<file path="src/rtl/mc_datapath_hs_if.sv">
// Memory bus between the multicycle datapath (master) and the system bus adapter (slave).
// A transfer completes on the first rising edge with mem_req and mem_ready both high.
interface mc_datapath_hs_if #(
  parameter int XLEN = 32
);
  logic              mem_req;
  logic              mem_we;
  logic [XLEN-1:0]   mem_addr;
  logic [XLEN-1:0]   mem_wdata;
  logic [XLEN/8-1:0] mem_wstrb;
  logic [XLEN-1:0]   mem_rdata;
  logic              mem_ready;

  modport master (
    output mem_req, mem_we, mem_addr, mem_wdata, mem_wstrb,
    input  mem_rdata, mem_ready
  );

  modport slave (
    input  mem_req, mem_we, mem_addr, mem_wdata, mem_wstrb,
    output mem_rdata, mem_ready
  );
endinterface

</file>
<file path="src/rtl/mc_datapath_hs.sv">
// Parametrised multicycle RISC-V datapath with a handshaked memory bus, sub-word
// loads/stores with lane steering, and misalignment detection; stall freezes all state.
module mc_datapath_hs #(
  parameter int              XLEN     = 32,
  parameter int              NREGS    = 32,
  parameter logic [XLEN-1:0] RESET_PC = '0
) (
  input  logic             clk,
  input  logic             reset,
  input  logic             PCWrite,
  input  logic             IRWrite,
  input  logic             regWrite,
  input  logic             addrSrc,
  input  logic             memRead,
  input  logic             memWrite,
  input  logic [1:0]       resultSrc,
  input  logic [1:0]       ALUSrcA,
  input  logic [1:0]       ALUSrcB,
  input  logic [2:0]       ALUControl,
  input  logic [2:0]       immSrc,
  output logic [6:0]       opcode,
  output logic [2:0]       func3,
  output logic             func7,
  output logic             zero,
  output logic             neg,
  output logic             stall,
  output logic             misalign,
  mc_datapath_hs_if.master bus
);
  localparam int NB  = XLEN / 8;
  localparam int LB  = $clog2(NB);
  localparam int SHW = $clog2(XLEN);

  logic [XLEN-1:0] pc_q, pc_d, old_pc_q, old_pc_d, mdr_q, mdr_d;
  logic [XLEN-1:0] a_q, a_d, b_q, b_d, alu_out_q, alu_out_d;
  logic [31:0]     ir_q, ir_d;
  logic [XLEN-1:0] rf_q [32];

  logic [4:0]      rs1, rs2, rd;
  logic [XLEN-1:0] rd1, rd2, imm_ext, src_a, src_b, alu_res, result, ea;
  logic [XLEN-1:0] rdata_sh, load_ext;
  logic [31:0]     imm32;
  logic [1:0]      sz;
  logic [2:0]      align_m;
  logic [7:0]      byte_m;
  logic [LB-1:0]   lane;
  logic            mem_access, req, we, rf_we;

  assign rs1    = ir_q[19:15];
  assign rs2    = ir_q[24:20];
  assign rd     = ir_q[11:7];
  assign opcode = ir_q[6:0];
  assign func3  = ir_q[14:12];
  assign func7  = ir_q[30];

  // Indices at or above NREGS behave like x0.
  assign rd1 = (rs1 != 5'd0 && int'(rs1) < NREGS) ? rf_q[rs1] : '0;
  assign rd2 = (rs2 != 5'd0 && int'(rs2) < NREGS) ? rf_q[rs2] : '0;

  always_comb begin
    imm32 = '0;
    case (immSrc)
      3'd0:    imm32 = {{20{ir_q[31]}}, ir_q[31:20]};
      3'd1:    imm32 = {{20{ir_q[31]}}, ir_q[31:25], ir_q[11:7]};
      3'd2:    imm32 = {{19{ir_q[31]}}, ir_q[31], ir_q[7], ir_q[30:25], ir_q[11:8], 1'b0};
      3'd3:    imm32 = {{11{ir_q[31]}}, ir_q[31], ir_q[19:12], ir_q[20], ir_q[30:21], 1'b0};
      3'd4:    imm32 = {ir_q[31:12], 12'b0};
      default: imm32 = '0;
    endcase
  end
  assign imm_ext = XLEN'($signed(imm32));

  always_comb begin
    src_a = '0;
    case (ALUSrcA)
      2'd0:    src_a = pc_q;
      2'd1:    src_a = old_pc_q;
      2'd2:    src_a = a_q;
      default: src_a = '0;
    endcase
    src_b = '0;
    case (ALUSrcB)
      2'd0:    src_b = b_q;
      2'd1:    src_b = imm_ext;
      2'd2:    src_b = XLEN'(4);
      default: src_b = '0;
    endcase
    alu_res = '0;
    case (ALUControl)
      3'd0:    alu_res = src_a + src_b;
      3'd1:    alu_res = src_a - src_b;
      3'd2:    alu_res = src_a & src_b;
      3'd3:    alu_res = src_a | src_b;
      3'd4:    alu_res = src_a ^ src_b;
      3'd5:    alu_res = XLEN'($signed(src_a) < $signed(src_b));
      3'd6:    alu_res = XLEN'(src_a < src_b);
      default: alu_res = src_a << src_b[SHW-1:0];
    endcase
    result = alu_out_q;
    case (resultSrc)
      2'd0:    result = alu_out_q;
      2'd1:    result = mdr_q;
      2'd2:    result = alu_res;
      default: result = imm_ext;
    endcase
  end

  assign zero = (alu_res == '0);
  assign neg  = alu_res[XLEN-1];

  // Instruction fetches are always 32-bit; data accesses take their size from func3.
  assign ea = addrSrc ? result : pc_q;
  always_comb begin
    sz = addrSrc ? ir_q[13:12] : 2'd2;
    if (NB == 4 && sz == 2'd3) sz = 2'd2;
    align_m = 3'b111;
    byte_m  = 8'hFF;
    case (sz)
      2'd0:    begin align_m = 3'b000; byte_m = 8'h01; end
      2'd1:    begin align_m = 3'b001; byte_m = 8'h03; end
      2'd2:    begin align_m = 3'b011; byte_m = 8'h0F; end
      default: begin align_m = 3'b111; byte_m = 8'hFF; end
    endcase
  end

  assign lane       = ea[LB-1:0];
  assign mem_access = memRead | memWrite;
  assign misalign   = mem_access & ((ea[2:0] & align_m) != 3'b000);
  // Gating with reset makes an asserted reset drop the request immediately.
  assign req        = mem_access & ~misalign & reset;
  assign we         = req & memWrite;
  assign stall      = req & ~bus.mem_ready;

  assign bus.mem_req   = req;
  assign bus.mem_we    = we;
  assign bus.mem_addr  = {ea[XLEN-1:LB], {LB{1'b0}}};
  assign bus.mem_wdata = b_q << {lane, 3'b000};
  assign bus.mem_wstrb = we ? (NB'(byte_m) << lane) : '0;

  assign rdata_sh = bus.mem_rdata >> {lane, 3'b000};
  always_comb begin
    load_ext = rdata_sh;
    case (ir_q[14:12])
      3'b000:  load_ext = XLEN'($signed(rdata_sh[7:0]));
      3'b001:  load_ext = XLEN'($signed(rdata_sh[15:0]));
      3'b010:  load_ext = XLEN'($signed(rdata_sh[31:0]));
      3'b100:  load_ext = XLEN'(rdata_sh[7:0]);
      3'b101:  load_ext = XLEN'(rdata_sh[15:0]);
      3'b110:  load_ext = XLEN'(rdata_sh[31:0]);
      default: load_ext = rdata_sh;
    endcase
  end

  always_comb begin
    pc_d      = pc_q;
    old_pc_d  = old_pc_q;
    ir_d      = ir_q;
    mdr_d     = mdr_q;
    a_d       = a_q;
    b_d       = b_q;
    alu_out_d = alu_out_q;
    if (!stall) begin
      if (PCWrite) pc_d = result;
      if (IRWrite) begin
        old_pc_d = pc_q;
        if (req && bus.mem_ready) ir_d = rdata_sh[31:0];
      end
      if (memRead && !memWrite && !IRWrite && req && bus.mem_ready) mdr_d = load_ext;
      a_d       = rd1;
      b_d       = rd2;
      alu_out_d = alu_res;
    end
  end

  assign rf_we = regWrite & ~stall & (rd != 5'd0) & (int'(rd) < NREGS);

  always_ff @(posedge clk or negedge reset) begin
    if (!reset) begin
      pc_q      <= RESET_PC;
      old_pc_q  <= '0;
      ir_q      <= '0;
      mdr_q     <= '0;
      a_q       <= '0;
      b_q       <= '0;
      alu_out_q <= '0;
      for (int i = 0; i < 32; i++) rf_q[i] <= '0;
    end else begin
      pc_q      <= pc_d;
      old_pc_q  <= old_pc_d;
      ir_q      <= ir_d;
      mdr_q     <= mdr_d;
      a_q       <= a_d;
      b_q       <= b_d;
      alu_out_q <= alu_out_d;
      if (rf_we) rf_q[rd] <= result;
    end
  end
endmodule

</file>
<file path="src/flat_wrapper.sv">
// flat-port wrapper written by rule: the top's interface ports become plain ports
module mc_datapath_hs_flat 
#(
  parameter int              XLEN     = 32,
  parameter int              NREGS    = 32,
  parameter logic [XLEN-1:0] RESET_PC = '0
)
  (clk, reset, PCWrite, IRWrite, regWrite, addrSrc, memRead, memWrite, resultSrc, ALUSrcA, ALUSrcB, ALUControl, immSrc, opcode, func3, func7, zero, neg, stall, misalign, bus_mem_req, bus_mem_we, bus_mem_addr, bus_mem_wdata, bus_mem_wstrb, bus_mem_rdata, bus_mem_ready);
  mc_datapath_hs_if #(.XLEN(XLEN)) bus_i ();
  input  logic clk;
  input  logic reset;
  input  logic PCWrite;
  input  logic IRWrite;
  input  logic regWrite;
  input  logic addrSrc;
  input  logic memRead;
  input  logic memWrite;
  input  logic [1:0] resultSrc;
  input  logic [1:0] ALUSrcA;
  input  logic [1:0] ALUSrcB;
  input  logic [2:0] ALUControl;
  input  logic [2:0] immSrc;
  output logic [6:0] opcode;
  output logic [2:0] func3;
  output logic func7;
  output logic zero;
  output logic neg;
  output logic stall;
  output logic misalign;
  output wire logic [$bits(bus_i.mem_req)-1:0] bus_mem_req;
  output wire logic [$bits(bus_i.mem_we)-1:0] bus_mem_we;
  output wire logic [$bits(bus_i.mem_addr)-1:0] bus_mem_addr;
  output wire logic [$bits(bus_i.mem_wdata)-1:0] bus_mem_wdata;
  output wire logic [$bits(bus_i.mem_wstrb)-1:0] bus_mem_wstrb;
  input wire logic [$bits(bus_i.mem_rdata)-1:0] bus_mem_rdata;
  input wire logic [$bits(bus_i.mem_ready)-1:0] bus_mem_ready;
  assign bus_mem_req = bus_i.mem_req;
  assign bus_mem_we = bus_i.mem_we;
  assign bus_mem_addr = bus_i.mem_addr;
  assign bus_mem_wdata = bus_i.mem_wdata;
  assign bus_mem_wstrb = bus_i.mem_wstrb;
  assign bus_i.mem_rdata = bus_mem_rdata;
  assign bus_i.mem_ready = bus_mem_ready;
  mc_datapath_hs #(.XLEN(XLEN), .NREGS(NREGS), .RESET_PC(RESET_PC)) u_core (.clk(clk), .reset(reset), .PCWrite(PCWrite), .IRWrite(IRWrite), .regWrite(regWrite), .addrSrc(addrSrc), .memRead(memRead), .memWrite(memWrite), .resultSrc(resultSrc), .ALUSrcA(ALUSrcA), .ALUSrcB(ALUSrcB), .ALUControl(ALUControl), .immSrc(immSrc), .opcode(opcode), .func3(func3), .func7(func7), .zero(zero), .neg(neg), .stall(stall), .misalign(misalign), .bus(bus_i));
endmodule
</file>
<file path="config.mk">
export PLATFORM = sky130hd
export DESIGN_NAME = mc_datapath_hs_flat
export DESIGN_NICKNAME = d
export VERILOG_FILES = /design/src/rtl/mc_datapath_hs_if.sv /design/src/rtl/mc_datapath_hs.sv /design/src/flat_wrapper.sv
export SDC_FILE = /design/constraint.sdc
export NUM_CORES = 2
export LEC_CHECK = 0
export BUFFER_PORTS_ARGS = -buffer_cell sky130_fd_sc_hd__buf_2
export CAP_MARGIN = 10
export CORE_ASPECT_RATIO = 0.8
export CORE_MARGIN = 2
export CORE_UTILIZATION = 48
export CTS_CLUSTER_DIAMETER = 30
export CTS_CLUSTER_SIZE = 14
export DETAILED_ROUTE_END_ITERATION = 16
export HOLD_SLACK_MARGIN = 0.12
export PLACE_DENSITY = 0.74
export SETUP_SLACK_MARGIN = 0.02
export SLEW_MARGIN = 5
export SYNTH_ARGS = -nofsm -noshare
export SYNTH_HDL_FRONTEND = slang
export SYNTH_SLANG_ARGS = --single-unit
</file>
<file path="constraint.sdc">
create_clock -name clk -period 9.6 [get_ports clk]
set_clock_uncertainty 0.1 [all_clocks]
set_input_delay 1.92 -clock clk [delete_from_list [all_inputs] [get_ports clk]]
set_output_delay 1.92 -clock clk [all_outputs]
set_load 0.01 [all_outputs]
</file>
==> flow_summary.json <==
{
  "status": "finished clean",
  "placed_area_um2": 77400,
  "cts_made_buffers": 205,
  "hold_viol": 0,
  "htree_levels": 4,
  "multi_input_area_um2": 39800,
  "gp_congestion": 1.07,
  "power_frac_seq": 0.311,
  "drt_wl_total_um": 268000,
  "async_reset_ff_frac": 1.00,
  "final_cell_mix": "dfrtp_1 (1238), mux4_2 (662), mux2_1 (567), mux2_2 (441), nand2_1 (353)",
  "combPwrFrac": 0.405,
  "slew_viol_final": 0,
  "synth_edf_count": 0,
  "drive_gt1_frac": 0.339,
  "swShare": 0.386,
  "wl_met1_um": 109000,
  "wl_per_cell_um": 33.5,
  "syn-cell-area_um2": 74200,
  "numClockSinks": 1248,
  "finalSetupViolCount": 0,
  "fin_crit_sh": 0.986,
  "finalNetCount": 5939,
  "worstPathRequired_ps": 7580,
  "seq_area_um2": 31300,
  "rsz0062_at_grt": "true",
  "hpwlAfterDp_um": 176000,
  "cap_violations": 0,
  "drc": 0,
  "cts_root_buffer": "clkbuf_16",
  "clkLatencyLatePin_ps": 860,
  "syn_area_per_cell_um2": 12.9,
  "chipWidth_um": 443,
  "clockBufferDepth": 3,
  "ir_worst_vdd_uv": 304,
  "grt-ovfl-total": 0,
  "grt_max_degree": 194,
  "fill_cells": 12200,
  "fin_area_um2": 85200,
  "ys_types": 91,
  "viasPerCell": 6.87,
  "tightestPinTransition_ps": 1190,
  "cts_tree": "built",
  "critPathCaptureType": "output pin",
  "critPathMaxFanout": 27,
  "final_antenna_net_count": 0,
  "crit_type": "in -> out",
  "fp.coreArea_um2": 153000,
  "powerDensity_nw_per_um2": 339,
  "antenna_found_initial": 11,
  "area_growth_pct": 14.8,
  "path_clk_slew_ps": 50,
  "ys_seq_area_frac": 0.421,
  "leakagePower_nw": 38.1,
  "top_layer": "met5",
  "fin_tns_setup_ps": 0,
  "dr.first_iter.drc_count": 7386,
  "dieHeight_um": 356,
  "wl_met3_um": 32600,
  "start_util": 0.485,
  "rows": 128,
  "grt_pass1_wl_um": 391000,
  "fmax_ghz": 0.106,
  "final_util": 0.557,
  "cp.arrival_ps": 7440,
  "final_common_cell": "dfrtp_1",
  "io-pin-count": 138,
  "routed-wl-met2_um": 113000,
  "vias": 54800,
  "synth_cells": 5764,
  "period_minus_slack_ps": 9460,
  "yosys_warnings": 0,
  "port_buffers": 135,
  "p_clk_frac": 0.283,
  "p_int_mw": 17.7,
  "power.switching_mw": 11.1,
  "cp-start-kind": "input pin",
  "hold_path.class": "reg -> reg",
  "grtUsageTotal": 0.339,
  "ys_ff_latch": 1248,
  "grt_pass1_vias": 54600,
  "first_pass_iters": 7,
  "die_area_um2": 158000,
  "synthFlopType": "dfrtp_1",
  "maxSlewHeadroom": 0.204
}
-- repair_timing --
item	CTS	global route
buffers inserted	0	3
gates resized for setup	0	4
setup endpoints to repair	0	6
hold buffers	0	0
-- power by group through the flow --
stage          logic [mW]  clock network (mW)  registers (mW)
2_1_floorplan        8.19                   0            7.86
3_3_place_gp         11.3                   0            8.75
3_5_place_dp         11.4                   0            8.91
4_1_cts              11.5                8.23            8.86
5_1_grt              12.3                8.49            9.12
6_report             11.7                8.18            8.98
-- cell type report --
cell class,instances,area share
timing repair buffer,419,0.0383
clock inverter,150,0.0260
tap,2015,0.0296
sequential,1248,0.367
clock buffer,238,0.0650
multi-input combinational,3763,0.467
antenna,1,0.0000294
inverter,150,0.00667
-- kinds of logic (layout without fill, tap and decap cells) --
group | Yosys count | in the layout | synth area share
muxes | 1874 | 1874 | 0.382
DFF | 1248 | 1248 | 0.421
and+or+nand+nor | 935 | 935 | 0.0578
AOI/OAI and AO/OA | 831 | 831 | 0.0736
buffers and inverters | 754 | 957 | 0.0459
adders and majority gates | 99 | 99 | 0.0169
xor gates and xnor gates | 22 | 22 | 0.00270
other | 1 | 3 | 0.0000506
-- path summary, 6_finish.rpt --
kind                                               startpoint                       endpoint  slack [ps]  cells after the start
worst max-delay path                               ALUSrcA[1]               bus_mem_addr[30]         140                     21
worst min-delay path            u_core.rf_q[1004]$_DFFE_PN0P_  u_core.rf_q[1004]$_DFFE_PN0P_         290                      0
worst max register to register    u_core.ir_q[18]$_DFFE_PN0P_   u_core.rf_q[777]$_DFFE_PN0P_        2030                     19
worst min register to register  u_core.rf_q[1004]$_DFFE_PN0P_  u_core.rf_q[1004]$_DFFE_PN0P_         290                      0
max in group asynchronous                               reset    u_core.ir_q[15]$_DFFE_PN0P_        4950                      4
min in group asynchronous                               reset   u_core.rf_q[933]$_DFFE_PN0P_         890                      1
-- synthesized netlist by cell type, drive strengths merged, types with 36 or more instances --
library cell,number,share of area
clkbuf,381,0.019
mux4,662,0.20
dfrtp,1248,0.42
o21ai,232,0.016
o31ai,80,0.0081
or3,49,0.0041
o211ai,36,0.0037
buf,223,0.019
inv,148,0.0075
nand2,355,0.018
nor2,286,0.015
a21oi,184,0.012
ha,97,0.016
mux2,1011,0.15
a211oi,53,0.0055
mux2i,201,0.027
-- sequential cells by signal, indices dropped and copies added, names as in the netlist --
name,cells
u_core.a_q,32
u_core.alu_out_q,32
u_core.b_q,32
u_core.ir_q,32
u_core.mdr_q,32
u_core.old_pc_q,32
u_core.pc_q,32
u_core.rf_q,1024
-- worst max-delay path, cell delays in order --
cell	delay (ps)
buf_2	160
buf_12	240
buf_4	300
mux2i_1	260
a2bb2oi_1	550
ha_2	510
and3_1	270
a221oi_1	410
buf_4	200
o21ai_0	140
buf_4	210
nand3_1	80
o211ai_1	200
a211oi_1	400
or3b_2	480
a311oi_1	310
buf_4	210
nand2_1	70
o221ai_2	110
o21ai_0	170
buf_2	170
-- metal layers --
| metal | vias up | GRT usage |
|---|---|---|
| met2 | 3452 | 0.477 |
| met3 | 761 | 0.105 |
| met4 | 16 | 0.150 |
| li1 | 21900 | - |
| met1 | 28700 | 0.483 |
| met5 | - | 0 |
-- metrics by stage --
| step | setup slack [ps] | hold slack (ps) | std cells | total power [mW] |
|---|---|---|---|---|
| finish | 135 | 292 | 7984 | 28.9 |
| global route | 11.8 | 308 | 7984 | 29.9 |
| CTS | 145 | 296 | 7980 | 28.6 |
| detailed placement | 162 | 284 | 7592 | 20.4 |
| global placement | 132 | 276 | 7592 | 20.0 |
| floorplan | 553 | 339 | 5765 | 16.0 |
(Power assumes the default switching activity.)
